$ cat config.mk
export PLATFORM = sky130hd
export DESIGN_NAME = instr_fetch_queue
export DESIGN_NICKNAME = d
export VERILOG_FILES = /design/src/rtl/instr_fetch_queue.sv
export SDC_FILE = /design/constraint.sdc
export NUM_CORES = 1
export LEC_CHECK = 0
export BUFFER_PORTS_ARGS = -buffer_cell sky130_fd_sc_hd__buf_2
export CAP_MARGIN = 15
export CORE_MARGIN = 3
export CORE_UTILIZATION = 38
export CTS_CLUSTER_DIAMETER = 100
export DETAILED_ROUTE_END_ITERATION = 10
export GPL_TIMING_DRIVEN = 0
export SYNTH_ARGS = -nofsm -noshare
export SYNTH_HDL_FRONTEND = slang
export SYNTH_SLANG_ARGS = --single-unit
$ cat constraint.sdc
create_clock -name clk -period 2.5 [get_ports clk]
set_clock_uncertainty 0.1 [all_clocks]
set_input_delay 0.125 -clock clk [delete_from_list [all_inputs] [get_ports clk]]
set_output_delay 0.125 -clock clk [all_outputs]
set_load 0.01 [all_outputs]
$ cat src/rtl/instr_fetch_queue.sv
// Instruction fetch front end: issues one outstanding word read at a time and
// queues returned {instr, pc+4} pairs ahead of the IF/ID register.
module instr_fetch_queue #(
  parameter int DEPTH    = 4,
  parameter int ADDR_W   = 7,
  parameter int RESET_PC = 0
) (
  input  logic                     clk,
  input  logic                     reset,
  output logic                     mem_req,
  output logic [ADDR_W-1:0]        mem_addr,
  input  logic                     mem_ready,
  input  logic                     mem_rvalid,
  input  logic [31:0]              mem_rdata,
  output logic                     if_valid,
  output logic [31:0]              if_instr,
  output logic [ADDR_W-1:0]        if_pc_inc,
  input  logic                     if_stall,
  input  logic                     redirect,
  input  logic [ADDR_W-1:0]        redirect_target,
  output logic [$clog2(DEPTH):0]   q_count
);

  localparam int PW = $clog2(DEPTH);
  localparam int CW = PW + 1;
  localparam logic [CW-1:0]     FULL    = CW'(DEPTH);
  localparam logic [ADDR_W-1:0] WORD    = ADDR_W'(4);
  localparam logic [ADDR_W-1:0] PC_INIT = ADDR_W'(RESET_PC);

  logic [ADDR_W-1:0] fetch_pc;
  logic [ADDR_W-1:0] req_pc;
  logic              pending;
  logic              discard;
  logic [PW-1:0]     rd_ptr;
  logic [PW-1:0]     wr_ptr;
  logic [CW-1:0]     count;
  logic [31:0]       instr_q  [DEPTH];
  logic [ADDR_W-1:0] pc_inc_q [DEPTH];

  logic issue;
  logic resp;
  logic push;
  logic pop;

  // Handshakes: a request transfers when mem_req && mem_ready; a response is
  // only accepted while a request is outstanding; the head pops when
  // if_valid && !if_stall, and redirect overrides issue, push and pop.
  assign mem_req  = !reset && !redirect && !pending && (count < FULL);
  assign mem_addr = fetch_pc;
  assign issue    = mem_req && mem_ready;
  assign resp     = mem_rvalid && pending;
  assign push     = resp && !discard && !redirect;
  assign pop      = (count != '0) && !if_stall && !redirect;

  assign if_valid  = (count != '0);
  assign if_instr  = instr_q[rd_ptr];
  assign if_pc_inc = pc_inc_q[rd_ptr];
  assign q_count   = count;

  always_ff @(posedge clk) begin
    if (reset) begin
      fetch_pc <= PC_INIT;
      req_pc   <= '0;
      pending  <= 1'b0;
      discard  <= 1'b0;
      rd_ptr   <= '0;
      wr_ptr   <= '0;
      count    <= '0;
    end else begin
      if (resp) pending <= 1'b0;
      if (redirect) begin
        fetch_pc <= redirect_target;
        rd_ptr   <= '0;
        wr_ptr   <= '0;
        count    <= '0;
        // A response landing in this same cycle is already dropped here.
        discard  <= pending && !mem_rvalid;
      end else begin
        if (issue) begin
          pending  <= 1'b1;
          req_pc   <= fetch_pc;
          fetch_pc <= fetch_pc + WORD;
        end
        if (resp) discard <= 1'b0;
        if (push) wr_ptr <= wr_ptr + 1'b1;
        if (pop)  rd_ptr <= rd_ptr + 1'b1;
        if (push && !pop)      count <= count + 1'b1;
        else if (pop && !push) count <= count - 1'b1;
      end
    end
  end

  always_ff @(posedge clk) begin
    if (push) begin
      instr_q[wr_ptr]  <= mem_rdata;
      pc_inc_q[wr_ptr] <= req_pc + WORD;
    end
  end

endmodule

==> metrics, run 1 <==
RSZ-0062 raised after global routing=no; Max VDD drop=0.511 mV; DR vias=3618; gpl congestion=0.792; core area=17400 µm²; mean post-synth cell area=20.0 µm²; Crit. Startpoint=q_count[2]; EDFF count, synth=156; fmax=0.423 GHz; grt met2 use=22.4%; Vias/cell=4.88; final-report hold violation count=0; Worst-Margin Slew=0.661 ns; met3 usage=4.19%; asr flop ratio synth=0%; area of the mapped netlist=6810 µm²; largest net degree at the start of global routing=21; worst path required time=2.74 ns; critical path fanouts, max=7; Hold Crit Start=redirect; net load switching power=0.00113 W; Gate Count Post-Synth=340; post-layout min period=2.36 ns; fin util=49.9%; Sw Ratio=18.8%; Post-CTS Setup Inserts=0; Clock power frac=41.4%; Die W=140 µm; Final HPWL DP=7940 µm; WP data arrival=2.61 ns; Final Slew Violations=0; crit path capture type=flip-flop; Non-Filler Instances=742; H-Tree Depth=4; Iter 0 DRT Violations=167; GRT Total Usage=13.6%; Max clock buf depth=2; first-pass GRT wire length=20300 µm; Clock Latency Late Sink=0.41 ns; Clock Sinks=181; critical path launch point type=flip-flop; P_leak=3.00 nW; max-cap viol count=0; CTS Root Cell=clkbuf_16; initial antenna violation count=0; Final period util=94.5%; Top FF cell, synth=edfxtp_1; met1 GRT Util=17.4%; FF+latch count, synth=181; Remaining Overflow, GRT=0; CTS buffer count=17; vias in the first global route=3864; clk slew on worst S/H paths=0.07 ns; site row count=48; port bufs=94; Worst Path Class, Setup=flip-flop to flip-flop; Power Total=0.00600 W; Ports=96; Pre-Repair DR Iteration Count=4; DIE AREA=19600 µm²; PD cells=690 nW/µm²; Ant. Diodes=0; Synth Warn #=0; Syn-to-layout area delta=27.8%; WL/cell=16.9 µm; residual DRC count=0; final wirelength=12500 µm; Gate power share=3.5%; internal power=0.00487 W; Netlist cell types=32; TritonCTS clock tree=done; Seq pwr share=55.1%; fraction of layout cells with a size suffix above 1=35.6%; Inst Count DP=663; outcome=complete, no violations; Initial Util=39.1%; Max-Slew Margin vs Limit=56.0%; Setup-failing EPs final=0; share of the yosys chip area belonging to registers=76.2%; Die H=140 µm; r2r startpoint=q_count[2]; antenna-violating nets left=0; grt peak-use layer=met2; path type of the worst min-delay path=primary input to flip-flop; nets=557; post-synth net total=393
==> synth_stat cells, types with 2 or more instances <==
cell type / count / share of area [%]
a2111oi_0: 2 / 0.26
a211oi_1: 2 / 0.22
a21oi_1: 11 / 0.81
a311oi_1: 3 / 0.39
and2_1: 4 / 0.37
buf_2: 9 / 0.66
clkbuf_1: 7 / 0.39
dfxtp_1: 25 / 7.4
edfxtp_1: 156 / 69
ha_1: 7 / 1.3
inv_1: 5 / 0.28
mux2i_1: 5 / 0.74
mux4_2: 39 / 13
nand2_1: 4 / 0.22
nand3_1: 12 / 0.88
nor2_1: 15 / 0.83
o21ai_0: 10 / 0.74
or3_1: 5 / 0.46
xnor2_1: 4 / 0.51
xor2_1: 3 / 0.39
==> power groups by stage <==
stage	Combinational (W)	Clock [W]	Sequential (W)
after floorplan	0.0000621	0	0.00337
after global placement	0.000140	0	0.00337
after detailed placement	0.000149	0	0.00337
after CTS	0.000210	0.00254	0.00330
after global routing	0.000232	0.00270	0.00330
final	0.000209	0.00248	0.00330
==> state kept, by name, indices dropped and copies added (netlist names), named ones only <==
name      count
discard       1
instr_q     128
mem_addr      7
pc_inc_q     28
pending       1
q_count       3
rd_ptr        2
req_pc        7
wr_ptr        2
==> per-stage QoR <==
step	area (µm²)	setup slack, ns	hold slack (ns)	TNS, ns
final	8700	0.137	0.142	0
after global routing	8700	0.00671	0.172	0
after CTS	8680	0.0540	0.124	0
after detailed placement	7660	0.0768	0.244	0
after global placement	7560	-0.668	0.235	-102.83
after floorplan	6810	0.206	0.124	0
==> final timing paths <==
| kind | to | slack [ns] | cells past startpoint |
|---|---|---|---|
| setup / recovery | q_count[2] | 0.14 | 9 |
| hold / removal | mem_addr[1] | 0.14 | 4 |
| setup reg to reg | q_count[2] | 0.14 | 9 |
| hold reg to reg | req_pc[6] | 0.40 | 2 |
==> worst max-delay path, stage by stage, from the launching register on <==
cell      delay (ns)
dfxtp_2         0.35
or3_1           0.36
clkbuf_2        0.14
nand2_1         0.07
ha_1            0.18
inv_1           0.07
fa_1            0.37
xor2_1          0.16
or3_1           0.33
a21oi_2         0.16
==> cells in the final DEF, fill, tap and decap left out, types with 2 or more instances in the layout <==
cell / netlist / final
a2111oi_0: 2 / 2
clkbuf_16: 0 / 17
edfxtp_1: 156 / 156
buf_2: 9 / 101
clkinv_1: 1 / 2
xor2_1: 3 / 3
nor2_1: 15 / 15
mux2i_1: 5 / 5
dfxtp_1: 25 / 22
a311oi_1: 3 / 3
ha_1: 7 / 7
buf_4: 1 / 2
o21ai_0: 10 / 10
buf_12: 0 / 2
nand2_1: 4 / 4
buf_16: 0 / 2
nand3_1: 12 / 12
clkinv_2: 0 / 2
and2_2: 0 / 4
clkinvlp_4: 0 / 3
or3_1: 5 / 5
bufinv_16: 0 / 2
a21oi_1: 11 / 10
dfxtp_2: 0 / 3
dlygate4sd3_1: 0 / 47
mux4_2: 39 / 39
a211oi_1: 2 / 2
clkbuf_2: 0 / 2
inv_1: 5 / 5
xnor2_1: 4 / 4
clkbuf_1: 7 / 11
==> per-layer routing <==
layer	part of all wire [%]	vias to the layer above
li1	-	1699
met1	44	1823
met2	49	88
met3	5.5	8
met4	0.91	0
met5	0	-
==> area by class of cell <==
class                           count  area, µm²
Sequential cell                   181       5190
Inverter                            6       22.5
Clock inverter                      9        105
Buffer                             17       86.3
Timing Repair Buffer              145       1040
Fill cell                        1465       8720
Multi-Input combinational cell    136       1530
Tap cell                          225        282
Clock buffer                       23        448
==> cells by family (layout without fill, tap and decap cells) <==
| logic type | Yosys count | count (layout) | share of synthesized area [%] |
|---|---|---|---|
| multiplexers | 44 | 44 | 13.6 |
| flip-flops | 181 | 181 | 76.2 |
| AND/OR/NAND/NOR | 48 | 48 | 3.64 |
| AO/OA/AOI/OAI | 29 | 29 | 2.56 |
| buffers and inverters | 23 | 200 | 1.49 |
| adder cells (fa/ha/maj) | 8 | 8 | 1.58 |
| XOR/XNOR | 7 | 7 | 0.901 |
==> repair_timing <==
| item | in CTS | in global routing |
|---|---|---|
| hold endpoints to repair | 138 | 0 |
| gates cloned | 0 | 0 |
| gates resized for setup | 1 | 7 |
| hold buffers | 47 | 0 |
| endpoints found under the setup margin | 3 | 9 |
Power figures use the tool's default switching activity.
==> run 2, diff against run 1 <==
- CELL_PAD_IN_SITES_DETAIL_PLACEMENT: default -> 1
- CELL_PAD_IN_SITES_GLOBAL_PLACEMENT: default -> 2
- CORE_UTILIZATION: 38 -> 43
- PLACE_DENSITY_LB_ADDON: default -> 0.1
==> metrics, run 2 (synthesized netlist as in run 1, its figures left out) <==
outcome=complete, no violations; Clock Latency Late Sink=0.42 ns (about the same); path type of the worst min-delay path=primary input to flip-flop; Slowest-stage cell, CP=dfxtp_1; DIE AREA=17400 µm² (-11%); Final HPWL DP=8680 µm (+9.3%); post-layout min period=2.32 ns (-0.0457 ns); Initial Util=44.3% (+5.2 points); CP cell instances=nor4bb_2, buf_4, ha_1, inv_1, fa_1, xor2_1, or3_1, a21oi_1; final-report hold violation count=0 (unchanged); critical path launch point type=flip-flop; Setup-failing EPs final=0 (unchanged); internal power=0.00496 W (+1.8%); fmax=0.431 GHz (+2.0%); Vias/cell=5.01 (+2.7%); crit-path leading delay family=simple AND/OR/NAND/NOR gates; residual DRC count=0 (unchanged); PD cells=707 nW/µm² (+2.6%); Final period util=92.7% (-1.8 points); max reg flops=128 (unchanged); vias in the first global route=4103 (+6.2%); max incr delay on CP=0.43 ns (+0.06 ns); port bufs=94 (unchanged); Post-CTS Setup Inserts=0 (unchanged); critical path fanouts, max=7 (unchanged); Non-Filler Instances=727 (-2.0%); biggest registers after layout=instr_q (128), pc_inc_q (28); initial antenna violation count=0 (unchanged); site row count=45 (-6.3%); Max clock buf depth=2 (unchanged); met3 usage=4.31% (+0.12 points); Syn-to-layout area delta=27.7% (about the same); antenna-violating nets left=0 (unchanged); Inst Count DP=649 (-2.1%); CTS buffer count=17 (unchanged); Max VDD drop=0.462 mV (-9.6%); GRT Total Usage=16.5% (+2.9 points); most common cell after layout, fill and taps aside=edfxtp_1; grt met2 use=28.2% (+5.8 points); fraction of layout cells with a size suffix above 1=35.7% (+0.069 points); Worst Path Class, Setup=flip-flop to flip-flop; Iter 0 DRT Violations=244 (+46%); Remaining Overflow, GRT=0 (unchanged); most frequent cells in the layout=156 x edfxtp_1, 101 x buf_2, 47 x dlygate4sd3_1; P_leak=3.00 nW (+0.21%); WP data arrival=2.57 ns (-0.04 ns); Final Slew Violations=0 (unchanged); DR vias=3639 (+0.58%); final wirelength=13500 µm (+7.5%); largest net degree at the start of global routing=31 (+48%); nets=556 (-0.18%); Die W=132 µm (-5.7%); Clock power frac=42.8% (+1.4 points); grt peak-use layer=met2; first-pass GRT wire length=22000 µm (+8.3%); Worst-Margin Slew=0.666 ns (+0.00571 ns); Finished Cell Area=8690 µm² (about the same); Gate power share=3.5% (about the same); RSZ-0062 raised after global routing=no; CTS Root Cell=clkbuf_16; met1 GRT Util=20.6% (+3.2 points); crit path capture type=flip-flop; core area=15400 µm² (-12%); gpl congestion=0.741 (-6.4%); Die H=132 µm (-5.7%); Ports=96 (unchanged); Seq pwr share=53.7% (-1.4 points); Clock Sinks=181 (unchanged); fill cell count=1421 (-3.0%); Ant. Diodes=0 (unchanged); Max-Slew Margin vs Limit=55.6% (-0.38 points); TritonCTS clock tree=done; WL/cell=18.5 µm (+9.7%); H-Tree Depth=4 (unchanged); Buf/Inv on CP=2 (unchanged); post-place instance area=7620 µm² (-0.42%); max-cap viol count=0 (unchanged); worst path required time=2.75 ns (about the same); Sw Ratio=19.4% (+0.53 points); net load switching power=0.00119 W (+5.4%); clk slew on worst S/H paths=0.06 ns (about the same); register name with the most flops=instr_q; Pre-Repair DR Iteration Count=4 (unchanged)
## run 2: changes by cell type in the layout (fill, tap and decap cells not counted), moves of 2 or more
cell	delta
buf_16	-2
buf_12	+2
clkinv_1	+2
dfxtp_2	-3
dfxtp_1	+3
clkbuf_1	-6
## run 2: path summary, 6_finish.rpt
| kind | startpoint | to | slack, ns | cells after the start |
|---|---|---|---|---|
| worst min register to register | req_pc[6] | req_pc[6] | 0.40 | 2 |
| worst min-delay path | reset | rd_ptr[1] | 0.1 | 3 |
| worst max-delay path | pending | q_count[2] | 0.18 | 8 |
| worst max register to register | pending | q_count[2] | 0.18 | 8 |
## run 2: per-stage QoR
stage	hold WS [ns]	worst slack, ns	total power, W	util [%]	setup TNS (ns)
after floorplan	0.124	0.206	0.00343	-	0
after global placement	0.236	-0.698	0.00351	49.1	-108.23
after detailed placement	0.247	0.171	0.00352	49.6	0
after CTS	0.0865	0.0371	0.00622	56.5	0
after global routing	0.118	0.0157	0.00638	56.6	0
final	0.0972	0.182	0.00615	56.6	0
## run 2: worst min-delay path: stages
cell	delay, ns
buf_2	0.18
or3_1	0.13
mux2i_1	0.10
## run 2: what timing repair did
action	4_1_cts	5_1_grt
hold buffers	47	0
gates resized for setup	1	3
cloned	0	0
hold endpoints to repair	138	0
setup endpoints to repair	7	11
## run 2: per-layer routing
metal	vias to the layer above	part of all wire, %
met1	1857	43
met5	-	0
met4	0	1.3
met3	12	3.7
li1	1696	-
met2	74	52
## run 2: final cells by class
| class | count | area, µm² | share of cell area [%] |
|---|---|---|---|
| multi-input combinational | 136 | 1530 | 17.6 |
| clock inverter | 15 | 164 | 1.89 |
| clock buffer | 17 | 425 | 4.89 |
| timing repair buffer | 145 | 1020 | 11.7 |
| buffer | 16 | 81.3 | 0.936 |
| tap | 211 | 264 | 3.04 |
| inverter | 6 | 22.5 | 0.259 |
| sequential | 181 | 5180 | 59.6 |
## run 2: power by group through the flow
stage / Sequential, W / Combinational [W] / Clock, W
after global routing: 0.00330 / 0.000240 / 0.00284
after floorplan: 0.00337 / 0.0000621 / 0
after detailed placement: 0.00337 / 0.000155 / 0
after global placement: 0.00337 / 0.000146 / 0
after CTS: 0.00330 / 0.000216 / 0.00270
final: 0.00330 / 0.000213 / 0.00263
